<file path="config.mk">
export PLATFORM = sky130hd
export DESIGN_NAME = fir_out_decimator
export DESIGN_NICKNAME = d
export VERILOG_FILES = /design/src/rtl/fir_out_decimator.sv
export SDC_FILE = /design/constraint.sdc
export NUM_CORES = 1
export LEC_CHECK = 0
export CAP_MARGIN = 20
export CORE_MARGIN = 4
export CORE_UTILIZATION = 35
export DETAILED_ROUTE_END_ITERATION = 10
export PLACE_DENSITY = 0.57
export SLEW_MARGIN = 20
export SYNTH_ARGS = -nofsm -noshare
export SYNTH_HDL_FRONTEND = slang
export SYNTH_SLANG_ARGS = --single-unit
</file>
<file path="constraint.sdc">
create_clock -name clk -period 5.05 [get_ports clk]
set_input_delay 0.7575 -clock clk [delete_from_list [all_inputs] [get_ports clk]]
set_output_delay 0.7575 -clock clk [all_outputs]
set_load 0.01 [all_outputs]
</file>
<file path="src/rtl/fir_out_decimator.sv">
// fir_out_decimator: round/scale FIR result, decimate, buffer in a FWFT FIFO with valid/ready output.
// Optional saturation of the range reduction is enabled by defining FIR_OUT_SAT_EN.
`default_nettype none

module fir_out_decimator #(
  parameter int RWIDTH = 34,
  parameter int OWIDTH = 16,
  parameter int SHIFT  = 15,
  parameter int DEPTH  = 4,
  parameter int DECW   = 8
) (
  input  logic                         clk,
  input  logic                         rst_n,
  input  logic [RWIDTH-1:0]            in,
  input  logic                         in_en,
  input  logic [DECW-1:0]              dec,
  output logic [OWIDTH-1:0]            out_data,
  output logic                         out_valid,
  input  logic                         out_ready,
  input  logic                         clr_err,
  output logic [1:0]                   err,
  output logic [$clog2(DEPTH):0]       level
);

  localparam int AW = $clog2(DEPTH);
  localparam int SW = RWIDTH + 1 - SHIFT;
  localparam logic signed [RWIDTH:0] RND = {{RWIDTH{1'b0}}, 1'b1} << (SHIFT - 1);

  // Round-half-up then arithmetic shift; the shift is a slice of the widened sum.
  logic signed [RWIDTH:0] ext;
  logic signed [RWIDTH:0] sum;
  logic signed [SW-1:0]   scaled;
  logic [OWIDTH-1:0]      reduced;
  logic                   clamp;

  assign ext    = {in[RWIDTH-1], in};
  assign sum    = ext + RND;
  assign scaled = sum[RWIDTH:SHIFT];

`ifdef FIR_OUT_SAT_EN
  localparam logic signed [SW-1:0] SAT_MAX = SW'((2 ** (OWIDTH - 1)) - 1);
  localparam logic signed [SW-1:0] SAT_MIN = ~SAT_MAX;

  always_comb begin
    clamp   = 1'b0;
    reduced = scaled[OWIDTH-1:0];
    if (scaled > SAT_MAX) begin
      clamp   = 1'b1;
      reduced = SAT_MAX[OWIDTH-1:0];
    end else if (scaled < SAT_MIN) begin
      clamp   = 1'b1;
      reduced = SAT_MIN[OWIDTH-1:0];
    end
  end
`else
  assign reduced = scaled[OWIDTH-1:0];
  assign clamp   = 1'b0;
`endif

  // Decimation: dec is sampled on the first edge after reset and at every wrap.
  logic [DECW-1:0] phase;
  logic [DECW-1:0] eff_dec;
  logic            started;
  logic [DECW-1:0] dec_in;
  logic [DECW-1:0] cur_eff;
  logic            keep;
  logic            wrap;

  assign dec_in  = (dec == '0) ? DECW'(1) : dec;
  assign cur_eff = started ? eff_dec : dec_in;
  assign keep    = in_en && (phase == '0);
  assign wrap    = (phase == cur_eff - DECW'(1));

  always_ff @(posedge clk or negedge rst_n) begin
    if (!rst_n) begin
      phase   <= '0;
      eff_dec <= DECW'(1);
      started <= 1'b0;
    end else begin
      started <= 1'b1;
      if (!started) eff_dec <= dec_in;
      if (in_en) begin
        if (wrap) begin
          phase   <= '0;
          eff_dec <= dec_in;
        end else begin
          phase <= phase + DECW'(1);
        end
      end
    end
  end

  logic              pipe_valid;
  logic [OWIDTH-1:0] pipe_data;

  always_ff @(posedge clk or negedge rst_n) begin
    if (!rst_n) begin
      pipe_valid <= 1'b0;
      pipe_data  <= '0;
    end else begin
      pipe_valid <= keep;
      pipe_data  <= reduced;
    end
  end

  // FIFO with wrap-bit pointers; a full FIFO still accepts a write when it pops.
  logic [OWIDTH-1:0] mem [DEPTH];
  logic [AW:0]       wr_ptr;
  logic [AW:0]       rd_ptr;
  logic              empty;
  logic              full;
  logic              pop;
  logic              push;
  logic              drop;

  assign empty = (wr_ptr == rd_ptr);
  assign full  = (wr_ptr[AW] != rd_ptr[AW]) && (wr_ptr[AW-1:0] == rd_ptr[AW-1:0]);
  assign pop   = !empty && out_ready;
  assign push  = pipe_valid && (!full || pop);
  assign drop  = pipe_valid && full && !pop;

  always_ff @(posedge clk) begin
    if (push) mem[wr_ptr[AW-1:0]] <= pipe_data;
  end

  always_ff @(posedge clk or negedge rst_n) begin
    if (!rst_n) begin
      wr_ptr <= '0;
      rd_ptr <= '0;
    end else begin
      if (push) wr_ptr <= wr_ptr + (AW+1)'(1);
      if (pop)  rd_ptr <= rd_ptr + (AW+1)'(1);
    end
  end

  assign out_valid = !empty;
  assign out_data  = empty ? '0 : mem[rd_ptr[AW-1:0]];
  assign level     = wr_ptr - rd_ptr;

  // A set event on the same edge as clr_err takes priority.
  always_ff @(posedge clk or negedge rst_n) begin
    if (!rst_n) begin
      err <= 2'b00;
    end else begin
      err[0] <= (keep && clamp) || (err[0] && !clr_err);
      err[1] <= drop || (err[1] && !clr_err);
    end
  end

endmodule

`default_nettype wire
</file>
Yosys cells after proc, flatten, opt, wreduce, memory -nomap -nowiden
Memory sizes are Yosys's and may differ from the RTL's.
Index checks and enable logic that the tools add are counted.
- bits in read-only memories: 0
- flip-flop bits (word level): 42
- memories: 1
- output and inout bits: 22
- word-level logic and storage cells: 43
- bits in writable memories: 64
- latch bits: 0
- input port bits: 47
- memory list (name ; depth ; width ; read ports ; clocked after memory_dff ; wr ports ; RTL line ; source):
    mem ; 4 ; 16 ; 1 ; 0 ; 1 ; 107 ; logic [OWIDTH-1:0] mem [DEPTH];
- shifts and indexed selects: 0
- bitwise gates (word level): 0
- divide/modulo/power cells: 0
- reduce and logical (&&, ||, !) cells: 16
- add/subtract/negate cells: 6
- multiply operators: 0
- equality and inequality tests: 4
- muxes and demuxes: 8
- magnitude comparators: 0
- operators by type and width (operator ; count):
    two-way mux 8 bit ; 5
    adder 31 x 16 -> 31 bit (second input constant) ; 1
    logical NOT 8 bit ; 2
    two-way mux 16 bit ; 1
    adder 8 x 1 -> 8 bit (second input constant) ; 1
    equality test 8 bit ; 1
    logical AND 1 bit ; 8
    subtractor 8 x 1 -> 8 bit (second input constant) ; 1
    adder 3 x 1 -> 3 bit (second input constant) ; 2
    logical NOT 1 bit ; 4
    equality test 3 bit ; 1
    subtractor 3 bit ; 1
    equality test 2 bit ; 1
    logical OR 1 bit ; 2
    two-way mux 1 bit ; 2
    != test 1 bit ; 1

Longest topological paths before layout
Gate-level depths: netlist of the first run.
- depth after elaboration: 7
- gate-level depth with buffers: 10

Worst setup path after synthesis of the first run
OpenSTA, ideal clock, no wires.
- path type: input to register
- from: in dec[1]
- to: reg eff_dec[2]
- setup slack: 2236 ps
- setup time: 125 ps
- data arrival time: 2689 ps
- cell stages on the path: 8
- path through: nor4_1 > a21oi_1 > ha_1 > nor4_1 > a41o_1 > nand4_4 > nand2_4 > mux2_2
- word-level cells in the longest chain between the ends: 7
- RTL lines (what ; RTL line ; source):
    start, declared ; 16 ; input logic [DECW-1:0] dec,
    logical NOT 8 bit ; 69 ; assign dec_in = (dec == '0) ? DECW'(1) : dec;
    two-way mux 8 bit (*) ; 69 ;
    two-way mux 8 bit ; 70, 81 ;
    subtractor 8 x 1 -> 8 bit ; 72 ; assign wrap = (phase == cur_eff - DECW'(1));
    equality test 8 bit ; 72 ;
    two-way mux 8 bit ; 83 ; if (wrap) begin
    two-way mux 8 bit (*) ; 82 ; if (in_en) begin
    end signal, assigned ; 81 ; if (!started) eff_dec <= dec_in;
    end signal, assigned ; 85 ; eff_dec <= dec_in;
    end, declared ; 62 ; logic [DECW-1:0] eff_dec;
Every way passes the cells marked *; elsewhere a longest branch is shown, timed or not.
A chain may end at the register's enable or synchronous reset.

Final worst setup path of the first run
- from: in dec[2]
- to: reg eff_dec[2]
Same word-level chain as after synthesis.

==> flow_summary.ini, run 1 <==
[clock_network]
root_buffer = clkbuf_16
path_clk_slew_ns = 0.07
hold_buffers = 0
cts_buffers = 9
clockBufferDepth = 2
ctsResizeCount = 0
cts_tree = yes
clock_latency_ns = 0.34
clock_sinks = 106
cts_setup_buffers = 0
h-tree-depth = 3

[run_status]
outcome = finished, final reports clean

[run]
drv_cap = 0

[power_and_ir_drop]
p_leak_nw = 2.08
p_seq_share_pct = 40.9
vdd_ir_drop_max_mv = 0.179
power_frac_comb_pct = 31.9
p_per_area_nw_per_um2 = 443
internal_power_mw = 1.79
pwr-share-clk_pct = 27.2
switchingPower_mw = 0.747
p_sw_share_pct = 29.4

[timing]
fmax_ghz = 0.301
tightest_slew_ns = 0.989
fin_crit_ns = 3.33
fin_skew_ns = 0.0114
fin_crit_sh_pct = 65.9
rsz0062_at_grt = no
setup_viol = 0
final.setup.tns_ns = 0
max_slew_margin_pct = 34.1
slew_viol_final = 0
hold_violations = 0

[floorplanning]
rows = 42
coreArea_um2 = 13200
fp.dieH_um = 124
dieArea_um2 = 15500
fp.dieW_um = 124
start_util_pct = 35.8
ios = 69

[drt]
wl_mm = 8.67
dr.pass1.iters = 4
wire_per_inst_um = 15.9
vias_per_cell = 4.80
vias = 2621
drcViolationCount = 0
drt_iter0_drc = 124
ant_nets = 0

[yosys]
synth_seq_cells = 106
ys_async_sr_fraction_pct = 39.6
syn_area_um2 = 4740
synth-edff-count = 64
synthFlopType = edfxtp_1
ys.warnings.count = 0
syn_inst = 309
synth_cell_types = 53
synth.net_count = 368
ys_seq_area_share_pct = 62.7
avgSynthCellArea_um2 = 15.3

[grt]
first_global_vias = 2793
grt_pass1_wl_mm = 14.4
grt_usage_pct = 11.8
antenna_found_initial = 0
grt_max_degree = 43
overflow = 0

[layout]
nets = 424
diodes = 0
drive_gt1_share_pct = 13.5
nFillCells = 1227
fin_util_pct = 43.2
syn_to_final_growth_pct = 20.8

[setup_path]
cp.arrival_ns = 3.55
cp-end-kind = flop
required_ns = 5.28
crit_buf_inv = 1
crit_family = simple AND/OR/NAND/NOR gates
slowest_delay_ns = 0.58
timing_worst_setup_path_type = input pin to flop
startpoint_type = input pin
crit_chain = clkdlybuf4s50_1, nor4_2, a21oi_1, ha_1, nor4_1, a41o_1, nand4_4, nand2_4, mux2_2
worstPathMaxFanout = 9
slowest_stage = nor4_2

[placement]
finalWeightedCongestion = 0.759
port_buffers = 51
place_hpwl_mm = 5.95

[min_path]
holdCritPathClass = flop to flop
-- worst reg2reg max path, delay by kind of cell, from the launching register on --
kind / cells / cell delay [ns]
and+or+nand+nor: 4 / 1.15
DFF: 1 / 0.62
adders and majority gates: 1 / 0.28
muxes: 1 / 0.34
AOI/OAI and AO/OA: 2 / 0.44
-- state kept, by name (all words and copies together), names as in the netlist --
signal and flops:
pipe_valid 1, wr_ptr 3, err 2, started 1
rd_ptr 3, pipe_data 16, phase 8, eff_dec 8
mem 64
-- logic make-up after synthesis --
logic type      count (synthesis)  share of synthesized area [%]
fa+ha+maj                      12                           3.33
buf+inv                        16                           1.87
flops                         106                           62.7
mux                            30                           10.8
simple gates                   86                           11.1
xor+xnor                       35                           6.47
compound gates                 23                           3.67
other cells                     1                         0.0791
-- synth_stat cells, types with 2 or more instances --
library cell | number | area, um^2
nor2b_1 | 3 | 18.8
nand2b_1 | 4 | 25.0
o21ai_0 | 7 | 35.0
nor3_1 | 2 | 10.0
a21oi_1 | 5 | 25.0
and4_1 | 2 | 17.5
o2bb2ai_1 | 3 | 26.3
xor2_1 | 9 | 78.8
a41o_1 | 2 | 20.0
and3_1 | 7 | 43.8
clkbuf_1 | 3 | 11.3
mux2_2 | 4 | 45.0
and2_1 | 21 | 131
dfrtp_1 | 41 | 1030
nand2_1 | 13 | 48.8
nor2_1 | 8 | 30.0
xnor2_1 | 26 | 228
mux2i_1 | 8 | 80.1
inv_1 | 8 | 30.0
nand3_1 | 9 | 45.0
ha_1 | 11 | 138
mux4_2 | 16 | 360
edfxtp_1 | 64 | 1920
nor4_1 | 4 | 25.0
-- final timing paths --
path	from	to	slack, ns	cells past startpoint
hold / removal	pipe_data[4]	mem[1][4]	0.49	0
setup / recovery	dec[2]	eff_dec[2]	1.72	9
hold reg to reg	pipe_data[4]	mem[1][4]	0.49	0
min in group asynchronous	rst_n	eff_dec[4]	0.58	1
setup reg to reg	started	eff_dec[2]	2.10	8
max in group asynchronous	rst_n	phase[1]	3.86	1
-- layout make-up --
cell class              count  area [um^2]  share of cell area (%)
well taps                 176          220                    3.85
inverters                   8         30.0                   0.524
repair buffers             53          520                    9.09
clock buffers               9          225                    3.93
flip-flops and latches    106         2970                    51.9
clock inverters             7         78.8                    1.38
multi-input cells         187         1680                    29.3
-- per-stage QoR --
step                setup WS [ns]  instances  cell area [um^2]  hold slack [ns]  total power, mW
floorplan                    2.24        309              4740            0.442             1.54
global placement             1.37        530              5420            0.465             1.87
detailed placement           1.38        530              5420            0.475             1.89
global route                 1.47        546              5730            0.505             2.69
CTS                          1.65        546              5730            0.486             2.58
finish                       1.72        546              5730            0.485             2.54
-- per-layer routing --
| metal | share of wire [%] | track usage (%) |
|---|---|---|
| met1 | 44 | 14.4 |
| met2 | 51 | 20.5 |
| met3 | 3.0 | 2.36 |
| met4 | 1.5 | 4.71 |
| met5 | 0 | 0 |
-- power by group through the flow --
| stage | Sequential, mW | Combinational (mW) | Clock (mW) |
|---|---|---|---|
| after detailed placement | 1.06 | 0.835 | 0 |
| after global routing | 1.05 | 0.894 | 0.748 |
| after CTS | 1.04 | 0.834 | 0.709 |
| after floorplan | 1.04 | 0.498 | 0 |
| after global placement | 1.05 | 0.818 | 0 |
| final | 1.04 | 0.809 | 0.690 |
-- cells in the final DEF (no fill, tap or decap), types with 3 or more instances in the layout --
| master | count |
|---|---|
| xnor2_1 | 26 |
| nand2b_1 | 4 |
| inv_6 | 3 |
| and3_1 | 7 |
| inv_1 | 8 |
| o21ai_0 | 7 |
| nand3_1 | 9 |
| clkdlybuf4s50_1 | 50 |
| mux2i_1 | 8 |
| o2bb2ai_1 | 3 |
| nor4_1 | 4 |
| xor2_1 | 9 |
| nor2_1 | 8 |
| edfxtp_1 | 64 |
| clkbuf_16 | 9 |
| nor2b_1 | 3 |
| mux2_2 | 4 |
| and2_1 | 21 |
| ha_1 | 11 |
| nand2_1 | 13 |
| dfrtp_1 | 41 |
| a21oi_1 | 5 |
| mux4_2 | 16 |
Note: power is estimated with default switching activity, not from simulation.
==> inputs of run 2 (changes only) <==
==> constraint.sdc (replaced) <==
create_clock -name clk -period 3.2 [get_ports clk]
set_input_delay 0.48 -clock clk [delete_from_list [all_inputs] [get_ports clk]]
set_output_delay 0.48 -clock clk [all_outputs]
set_load 0.01 [all_outputs]
==> run 2 against run 1 <==
- clock-buffer cell count unchanged
- non-clock buffer count increased by 7
- core utilization increased by 0.45 points
- sequential power increased by 58%
- cell count increased by 1.3%
- worst setup slack got worse by 1.4 ns
- via count about the same
==> flow_summary.ini, run 2 (synthesized netlist as in run 1, its figures left out) <==
[run_status]
outcome = finished, final reports clean

[layout]
nets = 431
drive_gt1_share_pct = 15.4
syn_to_final_growth_pct = 22.1
finalNonFillerCells = 553
final_cell_mix = 64 x edfxtp_1, 50 x clkdlybuf4s50_1, 41 x dfrtp_1, 26 x xnor2_1, 21 x and2_1
fin_util_pct = 43.7
largest_reg_flops = 64
diodes = 0
final_common_cell = edfxtp_1

[setup_path]
crit_chain = buf_4, mux4_2, and2_1, clkdlybuf4s50_1
startpoint_type = flop
worstPathMaxFanout = 16
slowest_stage = mux4_2
required_ns = 2.72
slowest_delay_ns = 0.58
cp.arrival_ns = 2.36
cp-end-kind = output pin
timing_worst_setup_path_type = flop to output pin
rr_worst_depth = 8

[clock_network]
hold_buffers = 0
path_clk_slew_ns = 0.08
h-tree-depth = 3
clock_sinks = 106
cts_setup_buffers = 0
ctsResizeCount = 0
cts_buffers = 9
cts_tree = yes
clockBufferDepth = 2
clock_latency_ns = 0.34
root_buffer = clkbuf_16

[placement]
place_hpwl_mm = 5.98
pre_cts_ws_ns = 0.153
dp.cells = 537
finalWeightedCongestion = 0.788
port_buffers = 51

[floorplanning]
rows = 42
fp.dieH_um = 124
fp.dieW_um = 124
dieArea_um2 = 15500
ios = 69
coreArea_um2 = 13200
start_util_pct = 35.8

[timing]
hold_violations = 0
fin_crit_ns = 2.84
fin_crit_sh_pct = 88.7
fmax_ghz = 0.352
finalWorstSetupSlack_ns = 0.363
fin_skew_ns = 0.00565
rsz0062_at_grt = no
slew_viol_final = 0
max_slew_margin_pct = 56.6
final.setup.tns_ns = 0
setup_viol = 0
tightest_slew_ns = 0.651

[power_and_ir_drop]
p_per_area_nw_per_um2 = 695
p_leak_nw = 2.12
vdd_ir_drop_max_mv = 0.335

[grt]
grt_usage_pct = 11.7
first_global_vias = 2758
antenna_found_initial = 0
grt_max_degree = 43
overflow = 0
grt_pass1_wl_mm = 14.3

[drt]
vias = 2619
wl_mm = 8.71
wire_per_inst_um = 15.7
vias_per_cell = 4.74
dr.pass1.iters = 4
drcViolationCount = 0
drt_iter0_drc = 107
ant_nets = 0

[min_path]
holdCritPathClass = input pin to asynchronous set/reset pin

[run]
drv_cap = 0
run 2: per-layer routing:
layer,part of all wire [%],track usage (%)
met1,43,14.4
met2,51,20.1
met3,2.9,1.80
met4,2.4,5.42
met5,0,0
run 2: per-stage QoR:
step                      hold slack [ns]  instance area, um^2  power (mW)
final                               0.124                 5790        4.02
after global routing                0.169                 5790        4.27
after CTS                           0.336                 5780        4.09
after detailed placement            0.478                 5480        2.98
after global placement              0.465                 5480        2.96
after floorplan                     0.184                 4740        2.42
run 2: final timing paths:
check | slack, ns | from | to
worst min register to register | 0.49 | wr_ptr[2] | wr_ptr[2]
min in group clk | 0.49 | wr_ptr[2] | wr_ptr[2]
worst max register to register | 0.46 | started | eff_dec[3]
max in group asynchronous | 2.69 | rst_n | pipe_data[1]
worst min-delay path | 0.12 | rst_n | eff_dec[2]
worst max-delay path | 0.36 | rd_ptr[0] | out_data[9]
run 2: where the power goes:
part	total [mW]	internal, mW	switching, mW
combinational	1.28	0.735	0.544
sequential	1.64	1.54	0.102
clock	1.10	0.563	0.537
run 2: worst max-delay path, delay by kind of cell, from the launching register on:
kind                   cells  cell delay, ns
DFF                        1            0.42
and+or+nand+nor            1            0.17
muxes                      1            0.58
buffers and inverters      2            0.84
run 2: final cells by class:
class                   instances  area, um^2
fillers                      1217        7460
flip-flops and latches        106        2970
multi-input cells             187        1680
repair buffers                 60         576
clock buffers                   9         225
well taps                     176         220
clock inverters                 7        78.8
inverters                       8        30.0
==> inputs of run 3 (changes only) <==
--- a/config.mk
+++ b/config.mk
@@ -9,7 +9,9 @@
 export CORE_MARGIN = 4
 export CORE_UTILIZATION = 35
 export DETAILED_ROUTE_END_ITERATION = 10
+export MAX_ROUTING_LAYER = met4
 export PLACE_DENSITY = 0.57
+export SETUP_SLACK_MARGIN = 0.02
 export SLEW_MARGIN = 20
 export SYNTH_ARGS = -nofsm -noshare
 export SYNTH_HDL_FRONTEND = slang
==> run 3 against run 2 <==
- worst setup slack got worse by 0.0018 ns
- clock power about the same
- wire length unchanged
- global-route usage rose by 0.35 points
- flip-flop and latch count unchanged
- cell count unchanged
- via count is essentially flat
- design area unchanged
- register-to-register slack is essentially flat
- combinational power about the same
- largest cell class unchanged
- critical path depth is the same
- critical path type unchanged
- sequential share of layout area unchanged
==> flow_summary.ini, run 3 (synthesized netlist as in run 1, its figures left out) <==
[placement]
pre_cts_ws_ns = 0.153
place_hpwl_mm = 5.98
finalWeightedCongestion = 0.799
port_buffers = 51
dp.cells = 537

[floorplanning]
fp.dieH_um = 124
dieArea_um2 = 15500
rows = 42
coreArea_um2 = 13200
ios = 69
fp.dieW_um = 124
start_util_pct = 35.8

[setup_path]
ff2ff_setup_slack_ns = 0.46
required_ns = 2.72
cp.arrival_ns = 2.36
endpoint = out_data[9]
rr_worst_depth = 8
rr_endpoint = eff_dec[3]
startpoint_type = flop
cp-end-kind = output pin
cp-startpoint = rd_ptr[0]
reg2reg_from = started
worstPathMaxFanout = 16
timing_worst_setup_path_type = flop to output pin

[power_and_ir_drop]
vdd_ir_drop_max_mv = 0.337
p_leak_nw = 2.12
p_per_area_nw_per_um2 = 696

[timing]
tightest_slew_ns = 0.650
slew_viol_final = 0
final.setup.tns_ns = 0
max_slew_margin_pct = 56.7
rsz0062_at_grt = no
fin_skew_ns = 0.00858
finalWorstSetupSlack_ns = 0.361
fin_crit_ns = 2.84
hold_violations = 0
fmax_ghz = 0.352
setup_viol = 0
fin_crit_sh_pct = 88.7
whs_ns = 0.127

[drt]
ant_nets = 0
dr.pass1.iters = 4
vias = 2617
wl_mm = 8.71
vias_per_cell = 4.73
drt_iter0_drc = 114
drcViolationCount = 0
wire_per_inst_um = 15.7

[layout]
final_common_cell = edfxtp_1
diodes = 0
finalNonFillerCells = 553
syn_to_final_growth_pct = 22.1
largest_reg_flops = 64
nFillCells = 1217
final_cell_mix = 64 x edfxtp_1, 50 x clkdlybuf4s50_1, 41 x dfrtp_1, 26 x xnor2_1, 21 x and2_1
nets = 431
drive_gt1_share_pct = 15.4

[grt]
overflow = 0
grt_max_degree = 43
grt_pass1_wl_mm = 14.3
antenna_found_initial = 0
grt_usage_pct = 12.0
first_global_vias = 2756

[clock_network]
root_buffer = clkbuf_16
clock_latency_ns = 0.34
cts_setup_buffers = 0
clock_sinks = 106
h-tree-depth = 3
clockBufferDepth = 2
ctsResizeCount = 0
path_clk_slew_ns = 0.08
hold_buffers = 0
cts_buffers = 9
cts_tree = yes

[min_path]
holdCritPathClass = input pin to asynchronous set/reset pin

[run_status]
outcome = finished, final reports clean

[run]
drv_cap = 0
[run 3: cell counts in the layout (fill, tap and decap cells not counted)]
Identical to the previous run, type by type.
[run 3: area by class of cell]
cell class              instances  area, um^2  area share (%)
flip-flops and latches        106        2970            51.4
multi-input cells             187        1680            29.1
repair buffers                 60         576            9.95
clock buffers                   9         225            3.89
well taps                     176         220            3.81
clock inverters                 7        78.8            1.36
inverters                       8        30.0           0.519
[run 3: per-layer routing]
metal,GRT usage (%),routed length [um],vias to the layer above
met3,1.63,246,13
met4,5.42,182,0
met5,-,0,-
li1,-,-,1265
met2,20.1,4450,46
met1,14.6,3830,1293
[run 3: worst min-delay path by stage]
stage                     slack [ns]  cells after the start       endpoint         start
after floorplan                 0.18                      0     eff_dec[1]         rst_n
after global placement          0.46                      0      mem[2][4]  pipe_data[4]
after detailed placement        0.48                      2         err[1]    pipe_valid
after CTS                       0.34                      1  pipe_data[12]         rst_n
after global routing            0.17                      1  pipe_data[12]         rst_n
final                           0.13                      1  pipe_data[10]         rst_n
[run 3: critical path, stage by stage (launching register included)]
cell and delay, ns:
dfrtp_1 0.42, buf_4 0.35, mux4_2 0.58, and2_1 0.17
clkdlybuf4s50_1 0.48
[run 3: where the power goes]
group / switching [mW] / internal, mW / total, mW
registers: 0.101 / 1.54 / 1.64
logic: 0.544 / 0.735 / 1.28
clock network: 0.543 / 0.564 / 1.11
total: 1.19 / 2.84 / 4.03
[run 3: stage by stage]
step / area (um^2) / total power, mW / utilization, %
finish: 5790 / 4.03 / 43.7
global route: 5790 / 4.27 / 43.7
CTS: 5780 / 4.09 / 43.6
detailed placement: 5480 / 2.98 / 41.3
global placement: 5480 / 2.96 / 41.3
floorplan: 4740 / 2.42 / -
